`config.mk`:
```
export PLATFORM = sky130hd
export DESIGN_NAME = majority_voter
export DESIGN_NICKNAME = d
export VERILOG_FILES = /design/src/rtl/majority_pkg.sv /design/src/rtl/majority_popcount.sv /design/src/rtl/majority_voter.sv
export SDC_FILE = /design/constraint.sdc
export NUM_CORES = 1
export LEC_CHECK = 0
export ABC_AREA = 0
export CAP_MARGIN = 0
export CORE_AREA = 10 10 47 49
export DETAILED_ROUTE_END_ITERATION = 8
export DIE_AREA = 0 0 57 59
export GPL_ROUTABILITY_DRIVEN = 0
export GPL_TIMING_DRIVEN = 1
export PLACE_DENSITY_LB_ADDON = 0.05
export SETUP_SLACK_MARGIN = 0.1
export SKIP_CTS_REPAIR_TIMING = 1
export SYNTH_ARGS = -nofsm -noshare
export SYNTH_HDL_FRONTEND = slang
export SYNTH_SLANG_ARGS = --single-unit
```
`constraint.sdc`:
```
create_clock -name clk -period 1.1 [get_ports clk]
set_input_delay 0.11 -clock clk [delete_from_list [all_inputs] [get_ports clk]]
set_output_delay 0.11 -clock clk [all_outputs]
set_load 0.01 [all_outputs]
```
`src/rtl/majority_pkg.sv`:
```
// Shared definitions for the majority voter slice.
// Latency: n/a (types, constants and elaboration-time helpers only).
// Backpressure: n/a.
package majority_pkg;

    // Result driven on an exact even split unless overridden per instance.
    localparam logic TIE_VAL_DEFAULT = 1'b0;

    // Bits needed to hold a ones-count from 0 up to and including n.
    function automatic int cnt_width(input int n);
        return $clog2(n + 1);
    endfunction

endpackage

```
`src/rtl/majority_popcount.sv`:
```
// Purely combinational count of set bits across the N voter inputs.
// Latency: 0 cycles (combinational).
// Backpressure: none; output follows the input continuously.
module majority_popcount
    import majority_pkg::*;
#(
    parameter int N = 3
) (
    input  logic [N-1:0]            inp,
    output logic [$clog2(N+1)-1:0]  cnt
);

    localparam int CW = cnt_width(N);

    // Ripple sum of the input bits; N is small so a linear adder chain is fine.
    always_comb begin
        cnt = '0;
        for (int i = 0; i < N; i++) begin
            cnt = cnt + CW'(inp[i]);
        end
    end

endmodule

```
`src/rtl/majority_voter.sv`:
```
// Registered N-input majority vote with ones-count, unanimity and tie flags.
// Latency: 1 cycle from accepted in_valid to out_valid; one vote per cycle.
// Backpressure: none; every in_valid cycle is accepted, outputs hold when idle.
module majority_voter
    import majority_pkg::*;
#(
    parameter int   N       = 3,
    parameter logic TIE_VAL = TIE_VAL_DEFAULT
) (
    input  logic                    clk,
    input  logic                    rst,
    input  logic [N-1:0]            inp,
    input  logic                    in_valid,
    output logic                    out,
    output logic                    out_valid,
    output logic [$clog2(N+1)-1:0]  ones_cnt,
    output logic                    unanimous,
    output logic                    tie
);

    localparam int             CW   = cnt_width(N);
    // Floor of N/2: a strict majority needs more ones than this.
    localparam logic [CW-1:0]  HALF = CW'(N / 2);
    localparam logic [CW-1:0]  ALL  = CW'(N);
    localparam bit             EVEN = ((N % 2) == 0);

    logic [CW-1:0] cnt;
    logic          is_tie;
    logic          vote;
    logic          all_same;

    majority_popcount #(
        .N   (N)
    ) u_popcount (
        .inp (inp),
        .cnt (cnt)
    );

    // Decide the vote and status flags from the current ones-count.
    always_comb begin
        is_tie   = EVEN && (cnt == HALF);
        vote     = is_tie ? TIE_VAL : (cnt > HALF);
        all_same = (cnt == '0) || (cnt == ALL);
    end

    // Capture results only on accepted votes so idle or undefined inputs never reach the outputs.
    always_ff @(posedge clk) begin
        if (rst) begin
            out       <= 1'b0;
            out_valid <= 1'b0;
            ones_cnt  <= '0;
            unanimous <= 1'b0;
            tie       <= 1'b0;
        end else begin
            out_valid <= in_valid;
            if (in_valid) begin
                out       <= vote;
                ones_cnt  <= cnt;
                unanimous <= all_same;
                tie       <= is_tie;
            end
        end
    end

endmodule

```
# Yosys cells after proc, flatten, opt, wreduce, memory -nomap -nowiden
# Index checks and enable logic that the tools add are counted.
dict set report classes {
  n_bitwise 0
  mux 0
  add_sub_neg 2
  div_mod_pow 0
  n_eq_ne 1
  magnitude_cmp 1
  reduce_logical 2
  mul 0
  shift 0
}
# operator count
set ops {}
lappend ops {{adder 1 x 1 -> 2 bit} 1}
lappend ops {{adder 2 x 1 -> 2 bit} 1}
lappend ops {{== test 2 bit, second input constant} 1}
lappend ops {{greater-than comparator 2 x 1 -> 1 bit, second input constant} 1}
lappend ops {{logical NOT 2 bit} 1}
lappend ops {{logical OR 1 bit} 1}
dict set report word_totals {
  word_cells 10
  ram_bits 0
  regBits 5
  inputBits 6
  memories 0
  latchBits 0
  output_inout_bits 6
  mem_bits_ro 0
}

# Logic depth before layout (Yosys ltp)
dict set report logic_depth {
  ltp_word 4
  ltp_mapped 4
  ltp_nobuf 4
}

# Cells and area by module
# Synthesis repeated with hierarchy kept, for this count alone.
dict set report unflattened {
  cells_unflattened 21
  area_unflattened_um2 225.2
}
# mod cells_each area_each_um2 instances seq_area_each_um2
set modules_own_cells {}
lappend modules_own_cells {majority_voter 20 205.2 1 100.1}
lappend modules_own_cells {majority_popcount 1 20.0 1 0.0}

# Worst setup path after synthesis
# Ideal clock, no wire load.
dict set report synth_timing {
  kind {input-to-reg}
  start {input inp[0]}
  end {register unanimous}
  path_buffers 0
  arrival_ns 0.937
  setup_time_ns 0.114
  required_time_ns 0.986
  slack_ns 0.049
  stages 4
  path_cell_list {inv_1 > fa_1 > xnor2_1 > a21o_1}
}
dict set report synth_via {
  elab_chain_len 4
  word_cells_on_any_way 5
  classes_between {add/sub (2); eq/ne (1); reduce/logical (2)}
}
# element line_no
set synth_rtl {}
lappend synth_rtl {{from (decl)} majority_voter.sv:12} ;# input logic [N-1:0] inp,
lappend synth_rtl {{adder 1 x 1 -> 2 bit *} majority_popcount.sv:19} ;# cnt = cnt + CW'(inp[i]);
lappend synth_rtl {{adder 2 x 1 -> 2 bit *} majority_popcount.sv:19}
lappend synth_rtl {{== test 2 bit or logical NOT 2 bit (tied branches)} majority_voter.sv:43} ;# all_same = (cnt == '0) || (cnt == ALL);
lappend synth_rtl {{logical OR 1 bit *} majority_voter.sv:43}
lappend synth_rtl {{to (signal assigned)} majority_voter.sv:59} ;# unanimous <= all_same;
lappend synth_rtl {{to (decl)} majority_voter.sv:17} ;# output logic unanimous,
# Every way passes the cells marked *; elsewhere a longest branch is shown, timed or not.
# A chain may end at the register's enable or synchronous reset.

# Worst setup path in the final report
dict set report layout_timing {
  start {input inp[2]}
  end {register unanimous}
}
dict set report layout_via {
  elab_chain_len 3
  word_cells_on_any_way 4
  classes_between {add/sub (1); eq/ne (1); reduce/logical (2)}
}
# element line_no
set layout_rtl {}
lappend layout_rtl {{adder 2 x 1 -> 2 bit *} majority_popcount.sv:19}
lappend layout_rtl {{== test 2 bit or logical NOT 2 bit (tied branches)} majority_voter.sv:43}
lappend layout_rtl {{logical OR 1 bit *} majority_voter.sv:43}
# Marks and branches as above.

==> reports/metrics.yaml <==
ant_nets: 0
wl_met3_um: 46
syn_avg_cell_area_um2: 10.0
grt_overflow: 0
wl_met2_um: 215
max_stage_delay_ns: 0.59
vias: 160
die_h_um: 59
cp.arrival_ns: 1.14
antenna_cells: 0
wl_per_cell_um: 10.4
cts-root-buf: "clkbuf_4"
grt_usage_pct: 3.42
end_kind: "flop"
drt_iter0_markers: 5
dp.cells: 43
antenna_found_initial: 0
hold_viol_final: 0
drive_above_1_share_pct: 32.3
core_area_um2: 1400
grt_first_pass_wirelength_um: 800
rr_worst_depth: 2
cp_top_family: "adder cells"
dpl_cell_area_um2: 303
cts_tree: "built"
clk_latency_ns: 0.23
io_pins: 12
fmax_mhz: 983
min_path_type: "in2reg"
cp_max_fo: 2
cp_cell_sequence: "dlymetal6s2s_1 > inv_8 > fa_2 > xnor2_1 > a21o_1"
worstSetupPathType: "in2reg"
final_cell_area_um2: 364
num_rows: 14
synth.distinct_cells: 11
required_ns: 1.23
vias_per_cell: 3.40
seq_area_frac_synth_pct: 42.1
ir_drop_mv: 0.441
synth_fp_nets: 26
skew_ns: 0
p_leak_nw: 0.242
netlist_area_um2: 190
syn_to_final_growth_pct: 91.4
start_util_pct: 13.6
instances_no_fill: 47
yosys.area.top_type: "dfxtp_1"
cap_violations: 0
cp.buffers_inverters: 2
h-tree-depth: 1
synth_top_area_share_pct: 42.1
cts.path.max_buffers: 2
clkSlewWorstSetupHoldPaths_ns: 0.04
fin_crit_sh_pct: 92.5
min_period_ns: 1.02
drt-met1-wl_um: 203
hold_depth: 4
die_w_um: 57
yosys_register_bits: 4
drt-total-wl_um: 488
synth.top_cells.by_area: "dfxtp_1 42%, fa_1 11%, a211oi_1 7.9%"
io_buffers: 10
fin_nets: 40
power.density_nw_per_um2: 1270
cp_slowest_cell: "fa_2"
top_layer: "met4"
grt_setup_unrepaired: "yes"
numCtsBuffers: 3
drc: 0
clock-sinks: 4
finalSetupViolCount: 0
startpoint_type: "input pin"
dr.pass1.iters: 4
outcome: "complete, no violations"
crit_cells: 5
slew_viol_final: 0
grt_max_degree: 7
synth_warnings: 0
netlist_instances: 19
grt_pass1_vias: 187
design.die.area_um2: 3360
reg2reg_slack_ns: 0.41
-- layout by cell type, fill, tap and decap left out --
cell type and n:
dlymetal6s2s_1 8, dfxtp_1 4, clkbuf_4 3, inv_2 2
nor2_1 2, clkdlybuf4s50_1 2, a211oi_2 1, a211oi_1 1
nor2b_4 1, inv_8 1, xnor2_1 1, nor3b_1 1
a21o_1 1, fa_2 1, conb_1 1, buf_6 1
-- through the flow --
| stage | utilization [%] | hold slack [ns] | setup WS, ns | setup TNS [ns] | power (mW) |
|---|---|---|---|---|---|
| finish | 26.0 | 0.384 | 0.0829 | 0 | 0.462 |
| floorplan | - | 0.178 | 0.0946 | 0 | 0.216 |
| detailed placement | 21.6 | 0.474 | -0.538 | -1.38 | 0.271 |
| global placement | 21.6 | 0.473 | -0.529 | -1.37 | 0.270 |
| global route | 26.0 | 0.400 | 0.0784 | 0 | 0.496 |
| CTS | 23.2 | 0.479 | -0.285 | -1.25 | 0.463 |
-- routing by layer --
| metal | global-route usage (%) | vias up |
|---|---|---|
| met5 | 0 | - |
| met4 | 7.05 | 0 |
| li1 | - | 80 |
| met1 | 2.86 | 68 |
| met3 | 1.29 | 2 |
| met2 | 4.34 | 10 |
-- synthesized netlist by cell type --
master and instances:
xnor2_1 1, nor2_1 2, fa_1 1, nor3b_1 1
a211oi_1 2, inv_1 3, nor2b_4 1, a21o_1 1
buf_4 2, dfxtp_1 4, conb_1 1
-- layout make-up --
cell class / instances / area, um^2
clock buffers: 3 / 22.5
fillers: 154 / 1040
inverters: 3 / 18.8
multi-input cells: 10 / 91.3
flip-flops and latches: 4 / 80.1
well taps: 16 / 20.0
repair buffers: 11 / 131
-- sequential cells by signal, indices dropped and copies added (netlist names) --
| name | flops |
|---|---|
| ones_cnt | 1 |
| out | 1 |
| out_valid | 1 |
| unanimous | 1 |
-- power by group --
part           switching [mW]  total [mW]  internal [mW]
Sequential            0.00518       0.163          0.158
Clock                  0.0607       0.183          0.122
Combinational          0.0464       0.116         0.0695
-- cells by family after synthesis --
logic type	after synthesis	share of synthesized area (%)
and+or+nand+nor	4	15.1
other	1	1.97
xor gates and xnor gates	1	4.61
adders and majority gates	1	10.5
DFF	4	42.1
AOI/OAI and AO/OA	3	11.8
buffers and inverters	5	13.8
-- worst min-delay path, delay by kind of cell --
family | cells | cell delay, ns
adder cells (fa/ha/maj) | 1 | 0.21
buffers and inverters | 2 | 0.17
AO/OA/AOI/OAI | 1 | 0.07
-- path summary, 6_finish.rpt --
check	startpoint	end
worst max-delay path	inp[2]	unanimous
worst min-delay path	inp[1]	out
worst max register to register	unanimous	unanimous
worst min register to register	ones_cnt[0]	ones_cnt[0]
(Power assumes the default switching activity.)
==> edit 1 (config.mk and constraints unchanged) <==
`N` is set to 3 in 2 places; all go to 5.
--- a/src/rtl/majority_popcount.sv
+++ b/src/rtl/majority_popcount.sv
@@ -5,5 +5,5 @@
     import majority_pkg::*;
 #(
-    parameter int N = 3
+    parameter int N = 5
 ) (
     input  logic [N-1:0]            inp,
--- a/src/rtl/majority_voter.sv
+++ b/src/rtl/majority_voter.sv
@@ -5,5 +5,5 @@
     import majority_pkg::*;
 #(
-    parameter int   N       = 3,
+    parameter int   N       = 5,
     parameter logic TIE_VAL = TIE_VAL_DEFAULT
 ) (
Interface: changed (resized inp and ones_cnt); port bits go from 12 to 15. The function was not compared with the original's and may differ.
==> edit 1 against the original RTL <==
  * Cell area is 52% higher
  * Combinational power is 110% higher
  * Via count is 64% higher
  * Worst setup slack worse by 1000 ps
  * Clock power is 7% higher
  * Global-route usage is 1.5 points higher
  * Critical endpoint unchanged
  * Synthesized area is 68% higher
  * Total power is 51% higher
  * Routed wire length is 66% higher
  * Fmax is 51% lower
  * Largest power group is now registers
  * Sequential cell count is 2 higher
  * The flow now finishes with violations (negative setup slack)
==> edit 1: results (changes against the original RTL) <==
status:
  status: "finished, violations left"
  violations: "negative setup slack"
yosys:
  synth-edff-count: 0  # unchanged
  synthesis.nets: 44  # +69%
  seq_area_frac_synth: 0.375  # -0.0461
  ys_types: 15  # +4
  yosysWarnings: 0  # unchanged
  synth.area.top_cells: "dfxtp_1 38%, fa_1 13%, mux2i_1 9.4%, ha_1 7.8%, inv_1 7.0%"
  synth_flop_cell: "dfxtp_1"
  synth_common_cells: "6 x dfxtp_1, 6 x inv_1, 4 x nor2_1"
timing:
  setup_viol: 5  # +5
  fin_ws_ps: -956  # -1040 ps
  setup_tns_ps: -3390  # -3390 ps
  clock_skew_ps: 0  # unchanged
setup_path:
  startpoint: "inp[0]"
  path_max_fanout: 3  # +1
  slowest_delay_ps: 540  # -50 ps
  crit_path_top_delay_cell: "fa_1"
  crit_arrival_ps: 2210  # +1070 ps
grt:
  grt_usage: 0.0491  # +0.0149
  grt_antenna_before_repair: 0  # unchanged
  grt_pass1_wl_mm: 1.30  # +63%
  grt_pass1_vias: 311  # +66%
  grt_max_degree: 8  # +1
place:
  io_buffers: 13  # +3
  dp_slack_ps: -1470  # -932 ps
  hpwl_um: 656
  postPlaceCellArea_um2: 494  # +63%
finish:
  n_antenna_cell: 0  # unchanged
  largest_reg_flops: 3
  fillerInstances: 155  # +0.65%
  nets: 62  # +55%
  drive_above_1_share: 0.313  # -0.0101
drt:
  num_vias: 263  # +64%
  dr.pass1.iters: 3  # -1
  drt-initial-drc-count: 1  # -4
  ant_nets: 0  # unchanged
  avgRoutedWirePerCell_um: 12.6  # +22%
hold_path:
  hp-start: "inp[0]"
  hp-class: "input port to register"
cts:
  clock_latency_ps: 230  # about the same
  cts_inserted_buffers: 3  # unchanged
  htreeDepth: 1  # unchanged
  cts_max_path_buffers: 2  # unchanged
  clockRootBuffer: "clkbuf_4"
power:
  leakage_nw: 0.338  # +40%
  peakVddDrop_mv: 0.630  # +43%
==> edit 1: cell count changes after synthesis, moves of 2 or more <==
cell     change
inv_1        +3
ha_1         +2
nor2_1       +2
dfxtp_1      +2
mux2i_1      +3
==> edit 1: final timing paths <==
kind	endpoint	cells after the start	slack (ps)
hold / removal	ones_cnt[1]$_SDFFE_PP0P_	5	470
setup reg to reg	unanimous$_SDFFE_PP0P_	2	390
setup / recovery	unanimous$_SDFFE_PP0P_	9	-960
hold reg to reg	ones_cnt[0]$_SDFFE_PP0P_	2	500
==> edit 1: layout make-up <==
class / count / area (µm²) / share of cell area
tap: 16 / 20.0 / 0.0363
clock buffer: 3 / 22.5 / 0.0408
multi-input combinational: 18 / 199 / 0.361
sequential: 6 / 120 / 0.218
timing repair buffer: 15 / 168 / 0.304
inverter: 6 / 22.5 / 0.0408
==> edit 1: kinds of logic after synthesis <==
family	count (synthesis)	synth area share
other cells	1	0.0117
fa+ha+maj	4	0.203
flops	6	0.375
mux	3	0.0938
compound gates	3	0.0664
buf+inv	8	0.129
xor+xnor	1	0.0273
simple gates	6	0.0938
==> edit 1: power by group <==
group          total (mW)  internal [mW]  switching (mW)  leakage [nW]
clock network       0.195          0.123          0.0722        0.0138
logic               0.248          0.136           0.112         0.274
registers           0.253          0.242          0.0106        0.0495
==> edit 1: stage by stage <==
step / hold slack (ps) / util / std cells
floorplan: 182 / - / 32
global placement: 462 / 0.353 / 61
detailed placement: 485 / 0.353 / 61
CTS: 492 / 0.369 / 64
global route: 523 / 0.394 / 64
finish: 473 / 0.394 / 64
==> edit 1: worst max-delay path: cells and delay by family <==
kind	cells	cell delay, ps
AO/OA/AOI/OAI	1	100
adder cells (fa/ha/maj)	4	1420
buffers and inverters	3	180
AND/OR/NAND/NOR	1	400
==> edit 1: routing by layer <==
| metal | vias to the layer above | global-route usage | wire (µm) |
|---|---|---|---|
| li1 | 131 | - | - |
| met1 | 120 | 0.0422 | 296 |
| met2 | 12 | 0.0791 | 380 |
| met3 | 0 | 0.0579 | 130 |
| met4 | 0 | 0 | 0 |
| met5 | - | 0 | 0 |
==> edit 2 (same settings) <==
Made on the original files. Add an input register stage for `inp` and `in_valid`; this delays them by one clock. Comments in the files are not updated.
--- a/src/rtl/majority_voter.sv
+++ b/src/rtl/majority_voter.sv
@@ -25,4 +25,12 @@
     localparam bit             EVEN = ((N % 2) == 0);
 
+    logic [N-1:0] inp_q;
+    logic in_valid_q;
+
+    always_ff @(posedge clk) begin
+        inp_q      <= inp;
+        in_valid_q <= in_valid;
+    end
+
     logic [CW-1:0] cnt;
     logic          is_tie;
@@ -33,5 +41,5 @@
         .N   (N)
     ) u_popcount (
-        .inp (inp),
+        .inp (inp_q),
         .cnt (cnt)
     );
@@ -53,6 +61,6 @@
             tie       <= 1'b0;
         end else begin
-            out_valid <= in_valid;
-            if (in_valid) begin
+            out_valid <= in_valid_q;
+            if (in_valid_q) begin
                 out       <= vote;
                 ones_cnt  <= cnt;
Function: changed (Yosys sat finds a counterexample within 4 cycles, from zero or initial values and one cycle with rst high).
==> edit 2 against the original RTL <==
  * The run now ends with negative setup slack left
  * Routed wire length grew 3.9%
  * Worst setup slack got worse by 380 ps
  * Count of clock-buffer cells in the layout stayed put
  * Critical path depth down 1
  * Sequential power increased by 98%
  * Cell area increased by 13%
  * Clock power is 20% higher
  * Cell count up 4.3%
  * Sequential cell count up 4
  * Synthesized area is 38% higher
  * First-iteration DRC count decreased by 40%
  * Clock skew rose by 0.76 ps
  * Total power increased by 37%
  * Largest power group is now registers
  * Highest routed layer is now met3
==> edit 2: results (changes against the original RTL) <==
drt:
  dr.pass1.iters: 2  # -2
  dr_wl_met2_um: 235  # +9.3%
  highest_layer: "met3"
  routed-wl-met3_um: 80  # +74%
  num_vias: 174  # +8.8%
power:
  leakage_nw: 0.248  # +2.6%
  peakVddDrop_mv: 0.650  # +47%
  p_switching_mw: 0.140  # +24%
finish:
  clock_cell_area_share: 0.0547  # -0.00714
  bufAreaShareNonClock: 0.292  # -0.0690
  drive_above_1_share: 0.152  # -0.171
  multi_input_area_share: 0.204  # -0.0472
  fillerInstances: 164  # +6.5%
  fin_cells: 49  # +4.3%
  nets: 43  # +7.5%
yosys:
  ys_types: 9  # -2
  syn_inst: 21  # +2
  synth_common_cells: "8 x dfxtp_1, 3 x mux2i_1, 3 x nor2_1"
  synthesis.nets: 29  # +12%
  synth_top_area_frac: 0.610  # +0.188
  seq_area_frac_synth: 0.610  # +0.188
  synth.area.top_cells: "dfxtp_1 61%, mux2i_1 11%, fa_1 7.6%, buf_4 5.7%, ha_1 4.8%"
grt:
  use_met2: 0.0450  # +0.00155
  met1_usage: 0.0203  # -0.00824
  grt_pass1_wl_um: 765  # -4.4%
  grt_pass1_vias: 209  # +12%
  grt_usage: 0.0342  # +0.0000592
timing:
  setup_viol: 3  # +3
  fin_ws_ps: -294  # -377 ps
status:
  violations: "negative setup slack"
  status: "finished, violations left"
cts:
  cts.sinks: 8  # +4
## edit 2: worst max-delay path, cell delays in order (launching register included)
cell	delay, ps
dfxtp_2	320
fa_1	550
ha_1	230
mux2i_1	140
nor2_1	50
## edit 2: cell families (layout without fill, tap and decap cells)
group,count (synthesis),count (layout),synth area share
mux,3,3,0.114
flops,8,8,0.610
fa+ha+maj,2,2,0.124
buf+inv,3,15,0.0714
simple gates,4,4,0.0667
other cells,1,1,0.0143
## edit 2: stage by stage
| stage | total power, mW | util | TNS (ps) | hold WS (ps) | instance area (µm²) |
|---|---|---|---|---|---|
| floorplan | 0.369 | - | -237 | 138 | 263 |
| global placement | 0.423 | 0.268 | -362 | 489 | 375 |
| detailed placement | 0.424 | 0.268 | -391 | 499 | 375 |
| CTS | 0.655 | 0.284 | -1170 | 290 | 398 |
| global route | 0.672 | 0.294 | -544 | 296 | 412 |
| finish | 0.631 | 0.294 | -387 | 297 | 412 |
## edit 2: final timing paths
check                                             from                      to  slack [ps]  cells after the start
worst max-delay path                  inp_q[0]$_DFF_P_  unanimous$_SDFFE_PP0P_        -290                      4
worst min-delay path                            inp[0]        inp_q[0]$_DFF_P_         300                      1
worst max register to register        inp_q[0]$_DFF_P_  unanimous$_SDFFE_PP0P_        -290                      4
worst min register to register  unanimous$_SDFFE_PP0P_  unanimous$_SDFFE_PP0P_         500                      2
## edit 2: power by group through the flow
stage	combinational [mW]	clock (mW)	sequential (mW)
6_report	0.0887	0.220	0.322
3_3_place_gp	0.0937	0	0.329
5_1_grt	0.0981	0.249	0.325
4_1_cts	0.0950	0.237	0.323
2_1_floorplan	0.0356	0	0.334
3_5_place_dp	0.0945	0	0.329
